**config.mk**
```make
export PLATFORM = sky130hd
export DESIGN_NAME = pc_ctrl
export DESIGN_NICKNAME = d
export VERILOG_FILES = /design/src/rtl/pc_ctrl_pkg.sv /design/src/rtl/pc_target_sel.sv /design/src/rtl/pc_ctrl.sv
export SDC_FILE = /design/constraint.sdc
export NUM_CORES = 1
export LEC_CHECK = 0
export BUFFER_PORTS_ARGS = -buffer_cell sky130_fd_sc_hd__buf_2
export CAP_MARGIN = 40
export CORE_ASPECT_RATIO = 1.5
export CORE_MARGIN = 2
export CORE_UTILIZATION = 25
export CTS_BUF_LIST = sky130_fd_sc_hd__clkbuf_8
export CTS_CLUSTER_DIAMETER = 150
export CTS_CLUSTER_SIZE = 14
export DETAILED_ROUTE_END_ITERATION = 7
export PLACE_DENSITY = 0.42
export SETUP_SLACK_MARGIN = 0.5
export SYNTH_ARGS = -nofsm -noshare
export SYNTH_HDL_FRONTEND = slang
export SYNTH_SLANG_ARGS = --single-unit
```
**constraint.sdc**
```tcl
create_clock -name clk -period 3.48 [get_ports clk]
set_input_delay 0.696 -clock clk [delete_from_list [all_inputs] [get_ports clk]]
set_output_delay 0.696 -clock clk [all_outputs]
set_load 0.02 [all_outputs]
```
**src/rtl/pc_ctrl_pkg.sv**
```systemverilog
// pc_ctrl_pkg: shared types and constants for the program-counter controller.
//   state_e   : controller FSM states
//   pc_src_e  : which source was selected for the next PC
//   RESET_VECTOR_DEFAULT : default PC loaded on reset
package pc_ctrl_pkg;

  typedef enum logic [1:0] {
    ST_BOOT  = 2'd0,
    ST_FETCH = 2'd1,
    ST_HOLD  = 2'd2,
    ST_TRAP  = 2'd3
  } state_e;

  typedef enum logic [1:0] {
    SRC_SEQ  = 2'd0,
    SRC_BR   = 2'd1,
    SRC_JAL  = 2'd2,
    SRC_JALR = 2'd3
  } pc_src_e;

  localparam logic [31:0] RESET_VECTOR_DEFAULT = 32'h0000_0000;

endpackage

```
**src/rtl/pc_target_sel.sv**
```systemverilog
// pc_target_sel: combinational next-PC adders and priority select.
//   pc, imm, rs1          : operands (imm is already sign-extended)
//   br_en, br_taken       : conditional branch and its comparator outcome
//   jal, jalr             : jump flags; jalr has highest priority
//   next_pc               : selected target
//   pc_plus4              : sequential target / link value
//   src                   : which source produced next_pc
module pc_target_sel
  import pc_ctrl_pkg::*;
(
  input  logic [31:0] pc,
  input  logic [31:0] imm,
  input  logic [31:0] rs1,
  input  logic        br_en,
  input  logic        br_taken,
  input  logic        jal,
  input  logic        jalr,
  output logic [31:0] next_pc,
  output logic [31:0] pc_plus4,
  output pc_src_e     src
);

  logic [31:0] pc_rel;
  logic [31:0] reg_rel;

  // All sums wrap modulo 2^32 by truncation to 32 bits.
  assign pc_plus4 = pc + 32'd4;
  assign pc_rel   = pc + imm;
  assign reg_rel  = rs1 + imm;

  always_comb begin
    src     = SRC_SEQ;
    next_pc = pc_plus4;
    if (jalr) begin
      src     = SRC_JALR;
      next_pc = {reg_rel[31:1], 1'b0};
    end else if (jal) begin
      src     = SRC_JAL;
      next_pc = pc_rel;
    end else if (br_en && br_taken) begin
      src     = SRC_BR;
      next_pc = pc_rel;
    end
  end

endmodule

```
**src/rtl/pc_ctrl.sv**
```systemverilog
// pc_ctrl: program-counter controller with fetch handshake and misalignment trap.
//   clk, rst             : clock, asynchronous active-low reset
//   br_en/br_taken/jal/jalr/imm/rs1 : control flow of the current instruction
//   stall                : hold the PC and stop fetching
//   imem_gnt / imem_req / imem_addr : instruction fetch handshake
//   pc, pc_plus4         : current PC and its link value
//   redirect             : next PC is not pc+4 (FETCH only)
//   trap, trap_addr      : sticky misaligned-target flag and offending address
//   instret              : count of PC advances
//
// state    | meaning
// ---------+---------------------------------------------------------
// ST_BOOT  | one idle cycle after reset, no request
// ST_FETCH | requesting; advances PC on grant unless stalled
// ST_HOLD  | stalled, no request, PC held
// ST_TRAP  | misaligned target seen; frozen until reset
module pc_ctrl
  import pc_ctrl_pkg::*;
#(
  parameter logic [31:0] RESET_VECTOR = RESET_VECTOR_DEFAULT
) (
  input  logic        clk,
  input  logic        rst,
  input  logic        br_en,
  input  logic        br_taken,
  input  logic        jal,
  input  logic        jalr,
  input  logic [31:0] imm,
  input  logic [31:0] rs1,
  input  logic        stall,
  input  logic        imem_gnt,
  output logic        imem_req,
  output logic [31:0] imem_addr,
  output logic [31:0] pc,
  output logic [31:0] pc_plus4,
  output logic        redirect,
  output logic        trap,
  output logic [31:0] trap_addr,
  output logic [31:0] instret
);

  state_e      state_q, state_d;
  logic [31:0] pc_q, pc_d;
  logic [31:0] instret_q, instret_d;
  logic [31:0] trap_addr_q, trap_addr_d;
  logic [31:0] next_pc;
  pc_src_e     src;

  pc_target_sel u_target_sel (
    .pc       (pc_q),
    .imm      (imm),
    .rs1      (rs1),
    .br_en    (br_en),
    .br_taken (br_taken),
    .jal      (jal),
    .jalr     (jalr),
    .next_pc  (next_pc),
    .pc_plus4 (pc_plus4),
    .src      (src)
  );

  always_ff @(posedge clk or negedge rst) begin
    if (!rst) begin
      state_q     <= ST_BOOT;
      pc_q        <= RESET_VECTOR;
      instret_q   <= 32'd0;
      trap_addr_q <= 32'd0;
    end else begin
      state_q     <= state_d;
      pc_q        <= pc_d;
      instret_q   <= instret_d;
      trap_addr_q <= trap_addr_d;
    end
  end

  always_comb begin
    state_d     = state_q;
    pc_d        = pc_q;
    instret_d   = instret_q;
    trap_addr_d = trap_addr_q;
    imem_req    = 1'b0;
    unique case (state_q)
      ST_BOOT: state_d = ST_FETCH;
      ST_FETCH: begin
        imem_req = 1'b1;
        // stall wins over a grant in the same cycle
        if (stall) begin
          state_d = ST_HOLD;
        end else if (imem_gnt) begin
          if (next_pc[1]) begin
            state_d     = ST_TRAP;
            trap_addr_d = next_pc;
          end else begin
            pc_d      = next_pc;
            instret_d = instret_q + 32'd1;
          end
        end
      end
      ST_HOLD: begin
        if (!stall) state_d = ST_FETCH;
      end
      ST_TRAP: state_d = ST_TRAP;
      default: state_d = ST_BOOT;
    endcase
  end

  assign redirect  = (state_q == ST_FETCH) && (src != SRC_SEQ);
  assign trap      = (state_q == ST_TRAP);
  assign trap_addr = trap_addr_q;
  assign pc        = pc_q;
  assign imem_addr = pc_q;
  assign instret   = instret_q;

endmodule

```
## After elaboration in Yosys (flattened, before gate mapping)

Index checks and enable logic that the tools add are counted.

- Bits in registers: 97
- Bits of input ports: 72
- Word-level logic and storage cells: 35

- Add/subtract/negate cells: 4
- Equal/unequal tests: 6
- Muxes and demuxes: 12
- Bitwise operators: 2
- Reduce and logical (&&, ||, !) cells: 7

Operator list:

| operator | count |
|---|---|
| $mux W32 | 3 |
| $add A32 B32 Y32 | 2 |
| $add A32 B1 Y32 const B | 1 |
| $add A32 B3 Y32 const B | 1 |
| $mux W2 | 6 |
| $pmux W2 S4 | 1 |
| $reduce_and A4 Y1 | 2 |
| $ne A3 B3 Y1 const B | 2 |
| $eq A2 B2 Y1 const B | 2 |
| $reduce_and A3 Y1 | 1 |
| $eq A2 B1 Y1 const B | 1 |
| $logic_and A1 B1 Y1 | 2 |
| $logic_not A2 Y1 | 1 |
| $mux W1 | 2 |
| $ne A2 B2 Y1 const B | 1 |
| $not A1 Y1 | 2 |
| $reduce_bool A2 Y1 | 1 |

## Depth between registers and ports, before layout

- Depth after elaboration: 8
- Depth in mapped cells: 12

## Cells and area by module

A second synthesis with hierarchy kept.

- Cells, all modules: 970
- Area, all modules: 8592.0 um^2

Modules (own cells, without submodules):

| module | instances | cells an instance | area an instance (um^2) |
|---|---|---|---|
| pc_target_sel | 1 | 657 | 4431.8 |
| pc_ctrl | 1 | 313 | 4160.2 |

## Worst setup path before layout

OpenSTA, ideal clock, no wires.

- Kind: in2reg
- Start point: in imm[0]
- End point: reg pc_q[24] (netlist: imem_addr[24])
- Setup time: 0.125 ns
- Arrival: 2.889 ns
- Required time: 3.355 ns
- Slack: 0.466 ns
- Stages: 12
- Cells stage by stage: and2_1 -> fa_1 -> a21o_1 -> a221oi_4 -> a21oi_2 -> nor3b_2 -> o21a_4 -> nor3_2 -> nor2_4 -> xnor2_1 -> mux2_2 -> mux2_4

- Cells in the longest elaborated chain, start to end: 6

RTL lines:

| item | line | text |
|---|---|---|
| from (decl) | pc_ctrl.sv:28 | `input logic [31:0] imm,` |
| $add A32 B32 Y32 | pc_target_sel.sv:28 | `assign pc_rel = pc + imm;` |
| $mux W32 | pc_target_sel.sv:40 | `end else if (br_en && br_taken) begin` |
| $mux W32 | pc_target_sel.sv:37 | `end else if (jal) begin` |
| $mux W32 * | pc_target_sel.sv:34 | `if (jalr) begin` |
| $not A1 Y1 (no line) | n/a |  |
| $reduce_and A4 Y1 (no line) | n/a |  |
| to (signal assigned) | pc_ctrl.sv:70 | `pc_q <= pc_d;` |
| to (decl) | pc_ctrl.sv:43 | `logic [31:0] pc_q, pc_d;` |

Every way passes the cells marked *; elsewhere a longest branch is shown, timed or not.
A chain may end at the register's enable or synchronous reset.

## Worst setup path in the final report

- Start point: reg pc_q[3] (netlist: imem_addr[3])
- End point: out pc_plus4[14]

- Cells in the longest elaborated chain, start to end: 1

RTL lines:

| item | line | text |
|---|---|---|
| $add A32 B3 Y32 | pc_target_sel.sv:27 | `assign pc_plus4 = pc + 32'd4;` |
| to (decl) | pc_ctrl.sv:35 | `output logic [31:0] pc_plus4,` |

Every way passes these cells.

==> flow_metrics.py <==
metrics = {
    "status": {
        "outcome": "completed",
    },
    "setup_path": {
        "cp-start-kind": "flip-flop",
        "r2r-start": "imem_addr[3]",
        "cpMostUsedCell": "buf_6",
        "cp-end-kind": "primary output",
        "cp_slowest_stage_delay_ns": 0.45,
        "crit_type": "reg2out",
        "reg2reg_slack_ns": 0.43,
        "regToRegEndpoint": "trap_addr[26]",
        "cp_cell_sequence": "ha_4 -> nand4_1 -> nor3_4 -> buf_4 -> buf_6 -> buf_8 -> buf_12 -> nand3_4 -> xnor2_4 -> buf_6",
        "reg2regPathDepth": 14,
        "crit_family": "buffers and inverters",
        "cp.arrival_ns": 2.41,
        "critPathBufInv": 5,
        "cpMaxStageDelayCell": "dfrtp_2",
        "path_max_fanout": 4,
        "required_ns": 2.78,
    },
    "floorplanning": {
        "ios": 235,
        "start_util": 0.2544,
        "coreArea_mm2": 0.03274,
        "die-area_mm2": 0.03482,
        "fp.dieW_um": 153.0,
        "row_count": 81,
        "dieHeight_um": 227.6,
    },
    "sta": {
        "setup_viol": 0,
        "whs_ns": 0.2980,
        "max_freq_mhz": 321.5,
        "slew_violations": 0,
        "rsz0062_at_grt": "true",
        "post-route-period-util": 0.8938,
        "finClkSkew_ns": 0.02147,
        "worst_pin_slew_ns": 0.7546,
        "period_minus_slack_ns": 3.110,
        "relSlewSlack": 0.4969,
        "hold_viol_final": 0,
    },
    "power_and_ir_drop": {
        "switching_share": 0.5007,
        "max-vdd-ir-drop_uv": 350.0,
        "clockPowerShare": 0.103,
        "total_power_mw": 8.345,
        "p_sw_mw": 4.178,
        "power_frac_seq": 0.226,
        "leakage_nw": 5.691,
        "p_int_mw": 4.167,
        "combPwrFrac": 0.672,
        "cellPowerDensity_mw_per_mm2": 729.2,
    },
    "routing": {
        "vias": 8284,
        "drt_iter0_drc": 360,
        "wl_per_cell_um": 18.58,
        "drc": 0,
        "ant_nets": 0,
        "viasPerCell": 4.825,
        "dr.pass1.iters": 4,
        "routed_wl_um": 31900,
    },
    "logic_synthesis": {
        "ys_types": 75,
        "ys_seq_elements": 97,
        "synthArstFlopShare": 1.000,
        "syn_area_mm2": 0.008329,
        "synth_area_leader_cell": "dfrtp_1",
        "synth_most_common_cell": "nand2_1",
        "synthTopCellsByArea": "dfrtp_1 29%, ha_1 9.5%, xnor2_1 7.2%, nand2_1 6.8%, o21ai_0 4.9%",
        "synth_cells": 997,
        "synth_commonest_cells": "150 x nand2_1, 97 x dfrtp_1, 81 x o21ai_0",
        "synth_area_per_cell_um2": 8.354,
        "synth_warnings": 0,
        "yosysTopAreaCellShare": 0.2914,
        "ys.flop_type": "dfrtp_1",
        "synth_edf_count": 0,
        "synth_seq_area_share": 0.2914,
    },
    "placement": {
        "placed_cells": 1654,
        "post-dp-hpwl_um": 25420,
        "gp_congestion": 0.8431,
        "portBuffers": 231,
        "place_area_mm2": 0.01024,
    },
    "final_layout": {
        "finalInstanceArea_mm2": 0.01144,
        "fin_cells": 1717,
        "synthToLayoutAreaGrowth_pct": 37.40,
        "nNetsFinal": 1432,
        "drive_above_1_share": 0.3843,
        "fin_util": 0.3496,
        "n_fill_cell": 3466,
    },
    "clocking": {
        "clock_path_buffers": 2,
        "cts_hold_buf": 0,
        "root_buffer": "clkbuf_8",
        "htree_num_levels": 3,
        "clk-insertion-delay-late_ns": 0.44,
        "clkTransAtPathRegs_ns": 0.12,
        "numCtsBuffers": 9,
        "cts_tree": "done",
        "cts.sinks": 97,
    },
    "job": {
        "cap_violations": 0,
    },
    "global_routing": {
        "grtUsageTotal": 0.1814,
        "grt_max_degree": 53,
        "grt_overflow": 0,
        "grt_pass1_wl_um": 48600,
        "antenna_found_initial": 1,
        "grt_pass1_vias": 8364,
    },
    "min_path": {
        "hold_path_class": "in2async",
    },
}
-- how the worst max path moves through the flow --
stage,slack [ns],endpoint,cells past startpoint,start
detailed placement,-0.08,imem_addr[24],14,imm[2]
finish,0.37,pc_plus4[14],10,imem_addr[3]
global route,0.27,pc_plus4[20],9,imem_addr[3]
CTS,0.28,pc_plus4[26],9,imem_addr[2]
floorplan,0.50,imem_addr[24],12,imm[0]
global placement,-0.06,trap_addr[26],15,imm[0]
-- registers in the layout, indices dropped and copies added, names as in the netlist --
| register | cells |
|---|---|
| instret | 32 |
| trap_addr | 32 |
| state_q | 2 |
| imem_addr | 31 |
-- layer usage --
metal	part of all wire	global-route usage
met2	0.54	0.3474
met3	0.034	0.02418
met1	0.40	0.2044
met4	0.023	0.06392
met5	0	0
-- final cells by class --
type	count	area (um2)	area share
multi-input combinational	818	5968	0.5215
inverter	14	52.55	0.004592
timing repair buffer	356	2245	0.1961
antenna	1	2.502	0.0002187
clock buffer	10	137.6	0.01203
clock inverter	6	75.07	0.006560
sequential	97	2445	0.2136
tap	415	519.2	0.04537
-- through the flow --
stage	setup TNS, ns	setup WS, ns
3_3_place_gp	-0.2183	-0.05609
6_report	0	0.3696
2_1_floorplan	0	0.4987
5_1_grt	0	0.2699
3_5_place_dp	-0.3120	-0.07825
4_1_cts	0	0.2808
-- power by group through the flow --
stage / clock network (mW) / registers, mW / logic (mW)
3_3_place_gp: 0 / 1.92 / 4.98
2_1_floorplan: 0 / 2.23 / 2.96
5_1_grt: 0.939 / 1.93 / 6.11
3_5_place_dp: 0 / 1.93 / 4.97
6_report: 0.859 / 1.88 / 5.60
4_1_cts: 0.905 / 1.89 / 5.36
-- cells by family (layout without fill, tap and decap cells) --
family,after synthesis,in the layout,synth area share
other,1,4,0.0004502
AO/OA/AOI/OAI,288,288,0.2271
buffers and inverters,84,386,0.05468
XOR/XNOR,114,114,0.1199
adder cells (fa/ha/maj),64,64,0.09704
multiplexers,15,15,0.02043
flip-flops,97,97,0.2914
AND/OR/NAND/NOR,334,334,0.1890
-- placed cells by master, fill, tap and decap left out, types with 32 or more instances in the layout --
master / netlist / layout
o21ai_0: 81 / 68
nand2_1: 150 / 146
a21o_1: 32 / 32
ha_1: 63 / 56
xnor2_1: 68 / 56
buf_2: 4 / 213
nor2_1: 68 / 60
xor2_1: 46 / 42
dfrtp_1: 97 / 83
a21oi_1: 72 / 64
buf_4: 36 / 124
-- repair_timing --
action / in CTS / in global routing
setup buffers: 25 / 21
endpoints found under the setup margin: 48 / 60
pin swaps: 24 / 28
gates resized for setup: 74 / 79
Note: power is estimated with default switching activity, not from simulation.
